<file path="config.mk">
export PLATFORM = sky130hd
export DESIGN_NAME = alsu_result_fifo
export DESIGN_NICKNAME = d
export VERILOG_FILES = /design/src/rtl/alsu_result_fifo.sv
export SDC_FILE = /design/constraint.sdc
export NUM_CORES = 1
export LEC_CHECK = 0
export BUFFER_PORTS_ARGS = -buffer_cell sky130_fd_sc_hd__buf_2
export CAP_MARGIN = 15
export CORE_UTILIZATION = 40
export DETAILED_ROUTE_END_ITERATION = 10
export PLACE_DENSITY = 0.68
export SLEW_MARGIN = 20
export SYNTH_ARGS = -nofsm -noshare
export SYNTH_HDL_FRONTEND = slang
export SYNTH_SLANG_ARGS = --single-unit
</file>
<file path="constraint.sdc">
create_clock -name clk -period 3.63 [get_ports clk]
set_input_delay 0 -clock clk [delete_from_list [all_inputs] [get_ports clk]]
set_output_delay 0 -clock clk [all_outputs]
set_load 0.03 [all_outputs]
</file>
<file path="src/rtl/alsu_result_fifo.sv">
// ALSU result capture stage: packs each valid result into a 10-bit record
// and buffers it in a first-word-fall-through FIFO with drop/err counters.
module alsu_result_fifo #(
  parameter int DEPTH = 8,
  parameter int CNT_W = 8
) (
  input  logic                     clk,
  input  logic                     rst,
  input  logic                     in_valid,
  input  logic [5:0]               alsu_out,
  input  logic [15:0]              alsu_leds,
  input  logic [2:0]               op_tag,
  input  logic                     flush,
  output logic                     m_valid,
  input  logic                     m_ready,
  output logic [9:0]               m_data,
  output logic [$clog2(DEPTH):0]   count,
  output logic                     full,
  output logic                     ovf,
  output logic [CNT_W-1:0]         ovf_cnt,
  output logic [CNT_W-1:0]         err_cnt
);

  localparam int AW = $clog2(DEPTH);
  localparam logic [AW:0] DEPTH_C = (AW+1)'(DEPTH);

  logic [9:0]    mem [DEPTH];
  logic [AW-1:0] wr_ptr;
  logic [AW-1:0] rd_ptr;
  logic [AW:0]   cnt;
  logic          err;
  logic          pop;
  logic          push;
  logic          drop;

  assign err     = |alsu_leds;
  assign m_valid = cnt != '0;
  assign full    = cnt == DEPTH_C;
  assign count   = cnt;
  // Output depends only on registered state, never on m_ready.
  assign m_data  = m_valid ? mem[rd_ptr] : '0;

  assign pop  = m_valid & m_ready;
  assign push = in_valid & (~full | pop) & ~flush;
  assign drop = in_valid & full & ~pop & ~flush;

  always_ff @(posedge clk) begin
    if (!rst && push)
      mem[wr_ptr] <= {err, op_tag, alsu_out};
  end

  always_ff @(posedge clk) begin
    if (rst) begin
      wr_ptr <= '0;
      rd_ptr <= '0;
      cnt    <= '0;
    end else if (flush) begin
      wr_ptr <= '0;
      rd_ptr <= '0;
      cnt    <= '0;
    end else begin
      if (push)
        wr_ptr <= wr_ptr + 1'b1;
      if (pop)
        rd_ptr <= rd_ptr + 1'b1;
      unique case ({push, pop})
        2'b10:   cnt <= cnt + 1'b1;
        2'b01:   cnt <= cnt - 1'b1;
        default: cnt <= cnt;
      endcase
    end
  end

  always_ff @(posedge clk) begin
    if (rst) begin
      ovf     <= 1'b0;
      ovf_cnt <= '0;
      err_cnt <= '0;
    end else begin
      if (drop) begin
        ovf <= 1'b1;
        if (ovf_cnt != '1)
          ovf_cnt <= ovf_cnt + 1'b1;
      end
      if (push && err && err_cnt != '1)
        err_cnt <= err_cnt + 1'b1;
    end
  end

endmodule

</file>
Yosys cells after proc, flatten, opt, wreduce, memory -nomap -nowiden
Memory sizes are Yosys's and may differ from the RTL's. A register that Yosys moved wholly into a read port is not among the register bits.
Index checks and enable logic that the tools add are counted.
{"block": "op_classes", "n_addsub": 6, "n_eq_ne": 5, "n_mux": 6, "bitwise": 10, "reduce_logical": 9}
{"cell": "8-bit by 1-bit adder with 8-bit output (second input constant)", "n": 2}
{"cell": "8-bit != test (second input constant)", "n": 2}
{"cell": "16-bit OR reduction", "n": 1}
{"cell": "10-bit two-way mux", "n": 1}
{"cell": "4-bit case mux with 2 select lines", "n": 1}
{"cell": "3-bit by 1-bit adder with 3-bit output (second input constant)", "n": 2}
{"cell": "1-bit AND", "n": 6}
{"cell": "3-bit two-way mux", "n": 2}
{"cell": "4-bit by 1-bit adder with 4-bit output (second input constant)", "n": 1}
{"cell": "4-bit == test (second input constant)", "n": 1}
{"cell": "4-bit nonzero test", "n": 1}
{"cell": "4-bit by 1-bit subtractor with 4-bit output (second input constant)", "n": 1}
{"cell": "1-bit logical AND", "n": 3}
{"cell": "1-bit inverter", "n": 3}
{"cell": "2-bit by 1-bit == test with 1-bit output (second input constant)", "n": 1}
{"cell": "2-bit == test (second input constant)", "n": 1}
{"cell": "1-bit two-way mux", "n": 2}
{"cell": "2-bit AND reduction", "n": 1}
{"cell": "2-bit nonzero test", "n": 1}
{"cell": "2-bit OR reduction", "n": 1}
{"cell": "1-bit logical NOT", "n": 1}
{"cell": "1-bit OR", "n": 1}
{"block": "word_totals", "register_bits": 27, "ramBits": 80, "inputBits": 30, "out_inout_bits": 33, "wordCells": 43, "n_memories": 1}
{"name": "mem", "words": 8, "width": 10, "rd": 1, "rd_ports_with_merged_regs": 1, "write_ports": 1, "line": "27", "source": "logic [9:0] mem [DEPTH];"}

Logic depth before layout (Yosys ltp)
{"block": "depth", "word_depth": 8, "mapped_depth": 12, "depth_no_buf": 10}

Least setup slack after synthesis
Ideal clock, no wire load.
{"block": "synth_path", "path_type": "reg2reg", "start": "register cnt[1] (netlist: count[1])", "end": "register cnt[2] (netlist: count[2])", "setup_time_ns": 0.070, "arrival_ns": 2.923, "t_required_ns": 3.560, "slack_ns": 0.637, "path_stages_with_launch": 13, "path_buffers": 2, "period_less_slack_ns": 2.993, "path_cell_list": "dfxtp_1 > buf_2 > nor4b_4 > a21boi_4 > inv_2 > clkbuf_1 > ha_1 > xor2_1 > ha_1 > a21oi_1 > xor2_1 > or3_1 > a21oi_1"}
{"block": "synth_via", "elab_chain_len": 7, "word_cells_on_any_way": 13, "classes_between": "add/sub (2); eq/ne (3); mux (1); bitwise (5); reduce/logical (2)"}
{"element": "from (decl)", "line": "30", "source": "logic [AW:0] cnt;"}
{"element": "from (signal assigned)", "line": "67", "source": "2'b10: cnt <= cnt + 1'b1;"}
{"element": "from (signal assigned)", "line": "68", "source": "2'b01: cnt <= cnt - 1'b1;"}
{"element": "from (signal assigned)", "line": "69", "source": "default: cnt <= cnt;"}
{"element": "4-bit == test (*)", "line": "38", "source": "assign full = cnt == DEPTH_C;"}
{"element": "via full", "line": "18", "source": "output logic full,"}
{"element": "1-bit inverter (*)", "line": "44", "source": "assign push = in_valid & (~full | pop) & ~flush;"}
{"element": "1-bit OR (*)", "line": "44"}
{"element": "1-bit AND (*) (2 in series)", "line": "44"}
{"element": "2-bit by 1-bit == test with 1-bit output or 2-bit == test (tied branches)", "line": "66", "source": "unique case ({push, pop})"}
{"element": "4-bit case mux with 2 select lines or 2-bit nonzero test (tied branches)"}
Mark *: on every way through the listed nets, which the timed path passes. The rest lies on a longest branch.
A chain may end at the register's enable or synchronous reset.

Worst setup path after layout
{"block": "layout_path", "start": "register cnt[1] (netlist: count[1])", "end": "register cnt[2] (netlist: count[2])"}
{"block": "layout_via", "elab_chain_len": 7, "word_cells_on_any_way": 13, "classes_between": "add/sub (2); eq/ne (3); mux (1); bitwise (5); reduce/logical (2)"}
{"element": "4-bit nonzero test (*)", "line": "37", "source": "assign m_valid = cnt != '0;"}
{"element": "1-bit AND (*)", "line": "43", "source": "assign pop = m_valid & m_ready;"}
{"element": "via pop", "line": "32", "source": "logic pop;"}
{"element": "1-bit OR", "line": "44"}
{"element": "1-bit AND (2 in series)", "line": "44"}
{"element": "2-bit by 1-bit == test with 1-bit output or 2-bit == test (tied branches)", "line": "66"}
{"element": "4-bit case mux with 2 select lines or 2-bit nonzero test (tied branches)"}
Marks and branches as above.

==> results.json <==
{
  "outcome": "completed",
  "num_io_pins": 63,
  "grt_pass1_wl_mm": 13.7,
  "synth_cell_types": 37,
  "seq_area_frac_synth_pct": 66.1,
  "synth_top_family_by_area": "multiplexers",
  "htree_num_levels": 3,
  "area_fraction_in_compound_gates_after_synthesis_pct": 2.92,
  "num_antenna_cells": 0,
  "areaGrowthSynthToFinish_pct": 20.2,
  "detailed_place.area_mm2": 0.00506,
  "cts.root.buffer_cell": "clkbuf_16",
  "tritoncts_num_sinks": 110,
  "placed_wire_length_estimate_mm": 5.57,
  "grt_start_max_net_pins": 24,
  "grt_setup_unrepaired": "no",
  "syn-num-nets": 343,
  "antenna_violations_before_repair": 0,
  "drtPass1Iterations": 4,
  "maxCapViolations": 0,
  "layoutNonFillerInstCount": 529,
  "place_congestion": 0.709,
  "fraction_of_synthesized_area_in_multiplexers_pct": 12.8,
  "worst_ep_arrival_time_ns": 2.79,
  "fin_worst_hold_slack_ns": 0.0690,
  "number_of_global_route_vias_before_repair": 2708,
  "cts.path.max_buffers": 2,
  "final_design_area_no_fill_mm2": 0.00546,
  "power_per_cell_area_mw_per_mm2": 449,
  "detail_route.wl_per_cell_um": 16.1,
  "portBuffers": 62,
  "cts_made_buffers": 9,
  "final-setup-viol-count": 0,
  "drive_above_1_share_pct": 29.8,
  "finalCoreUtilization_pct": 49.9,
  "design.die.area_mm2": 0.0118,
  "final.setup_skew_ns": 0.00720,
  "timing.max_slew.rel_slack_pct": 32.0,
  "cellLeakagePower_nw": 1.93,
  "yosys.area_share.adder_pct": 1.93,
  "drc": 0,
  "crit_path_largest_cell_delay_ns": 0.54,
  "yosys.area_share.simple_pct": 11.3,
  "die_width_um": 109,
  "cpMaxStageDelayCell": "dfxtp_1",
  "number_of_placed_instances_taps_included": 504,
  "vdd_ir_drop_max_mv": 0.207,
  "grt_use_total_pct": 15.7,
  "row_count": 38,
  "vias": 2736,
  "crit_chain": "nor4_2, buf_4, nor2_1, ha_1, xor2_1, ha_1, a21oi_1, xor2_1, or3_1, a21oi_1",
  "post_synth_inst_count": 306,
  "timing.critical_path.required_ns": 3.91,
  "layout_worst_path_cycle_share_pct": 69.1,
  "timing.final.crit_period_ns": 2.51,
  "fillers": 951,
  "synth_area_mm2": 0.00454,
  "max_freq_mhz": 399,
  "critical_path.n_buffers_inverters": 1,
  "yosysWarnings": 0,
  "synthXorXnorAreaFrac_pct": 3.28,
  "effective_utilization_at_floorplan_pct": 41.5,
  "coreArea_mm2": 0.0109,
  "postRouteAntennaNets": 0,
  "critPathCaptureType": "flop",
  "path_max_fanout": 13,
  "detailedRoute.firstIterationViolations": 85,
  "finalNetCount": 421,
  "timing.critical_path.max_delay_family": "simple AND/OR/NAND/NOR gates",
  "worst_setup_path_category": "flop to flop",
  "remaining_global_route_overflow": 0,
  "post_synth.cell_area_avg_um2": 14.8,
  "hold_viol": 0,
  "ys_seq_elements": 110,
  "hold_path_class": "input pin to flop",
  "die_height_um": 109,
  "crit_path_start_kind": "flop",
  "totalNegativeSetupSlack_ns": 0,
  "tightestPinTransition_ns": 1.02,
  "clk_latency_ns": 0.34,
  "wirelength_mm": 8.49,
  "via_per_inst": 5.17,
  "slew_violations": 0,
  "cts_tree": "built",
  "clk_transition_reported_paths_ns": 0.08
}
[final timing paths]
kind	slack (ns)	startpoint	to	cells after the start
setup / recovery	1.12	count[1]	count[2]	10
hold / removal	0.07	rst	err_cnt[5]	2
setup reg to reg	1.12	count[1]	count[2]	10
hold reg to reg	0.47	ovf	ovf	2
[per-layer routing]
layer | global-route usage (%) | share of wire [%]
met2 | 27.6 | 51
met4 | 6.27 | 2.0
met5 | 0 | 0
met3 | 2.71 | 3.2
met1 | 19.2 | 43
[stage by stage]
stage | power (mW) | worst slack (ns)
3_5_place_dp | 1.49 | 1.11
3_3_place_gp | 1.49 | 1.21
4_1_cts | 2.47 | 1.10
5_1_grt | 2.53 | 0.903
2_1_floorplan | 1.45 | 0.637
6_report | 2.45 | 1.12
[final cells by class]
cell class / instances / area (um2) / area share (%)
clock buffers: 9 / 225 / 4.13
multi-input cells: 177 / 1480 / 27.1
well taps: 140 / 175 / 3.21
clock inverters: 7 / 81.3 / 1.49
inverters: 5 / 18.8 / 0.344
flip-flops and latches: 110 / 3000 / 55.0
repair buffers: 81 / 475 / 8.71
[synthesized netlist by cell type (all sizes together)]
library cell   n  share of area (%)
ha             7                1.9
nor2b          3               0.41
dfxtp         30                 13
or3            4               0.55
nor4           8                1.1
xnor2         11                2.1
nor4b          4                1.1
or2            1               0.14
a21boi         1               0.41
or4            2               0.33
mux2i         13                2.9
nor4bb         1               0.22
clkbuf        10               0.85
o21ai          9               0.99
edfxtp        80                 53
nand2         14                1.2
o31ai          2               0.33
and3           2               0.28
nand3b         1               0.17
inv            5               0.41
nand2b         2               0.28
and4           2               0.39
xor2           6                1.2
nor3           7               0.77
nor2          38                3.1
o2111ai        1               0.19
nor3b          1               0.17
a21oi          9               0.99
mux4          20                9.9
nand4          3               0.41
buf            4               0.41
nand3          5               0.66
[power breakdown]
group / internal [mW] / total [mW] / switching [mW]
clock network: 0.494 / 0.979 / 0.486
registers: 1.35 / 1.36 / 0.00595
logic: 0.0466 / 0.114 / 0.0671
total: 1.89 / 2.45 / 0.559
[what timing repair did]
| item | 4_1_cts | 5_1_grt |
|---|---|---|
| endpoints found under the hold margin | 72 | 0 |
| hold buffers | 9 | 0 |
| buffers inserted | 0 | 0 |
| gates resized for setup | 0 | 0 |
[state kept, by name, indices dropped and copies added (netlist names), named ones only]
| signal | count |
|---|---|
| ovf_cnt | 8 |
| mem | 80 |
| ovf | 1 |
| count | 4 |
| rd_ptr | 3 |
| err_cnt | 8 |
| wr_ptr | 3 |
[layout by cell type, fill, tap and decap left out, types with 3 or more instances in the layout]
| cell type | count |
|---|---|
| edfxtp_1 | 80 |
| xnor2_1 | 11 |
| nor3_1 | 7 |
| dlygate4sd3_1 | 9 |
| xor2_1 | 6 |
| nand4_1 | 3 |
| nand2_1 | 14 |
| mux4_2 | 20 |
| ha_1 | 7 |
| nor4_1 | 6 |
| dfxtp_1 | 30 |
| buf_2 | 62 |
| clkbuf_16 | 9 |
| mux2i_1 | 13 |
| a21oi_1 | 9 |
| or3_1 | 4 |
| o21ai_0 | 9 |
| nor2_1 | 38 |
| nand3_1 | 4 |
| inv_1 | 4 |
| buf_4 | 10 |
| nor2b_1 | 3 |
[logic make-up (layout without fill, tap and decap cells)]
group,count (synthesis),count (layout)
AO/OA/AOI/OAI,22,22
multiplexers,33,33
buffers and inverters,19,102
AND/OR/NAND/NOR,98,98
flip-flops,110,110
adder cells (fa/ha/maj),7,7
XOR/XNOR,17,17
Note: power is estimated with default switching activity, not from simulation.
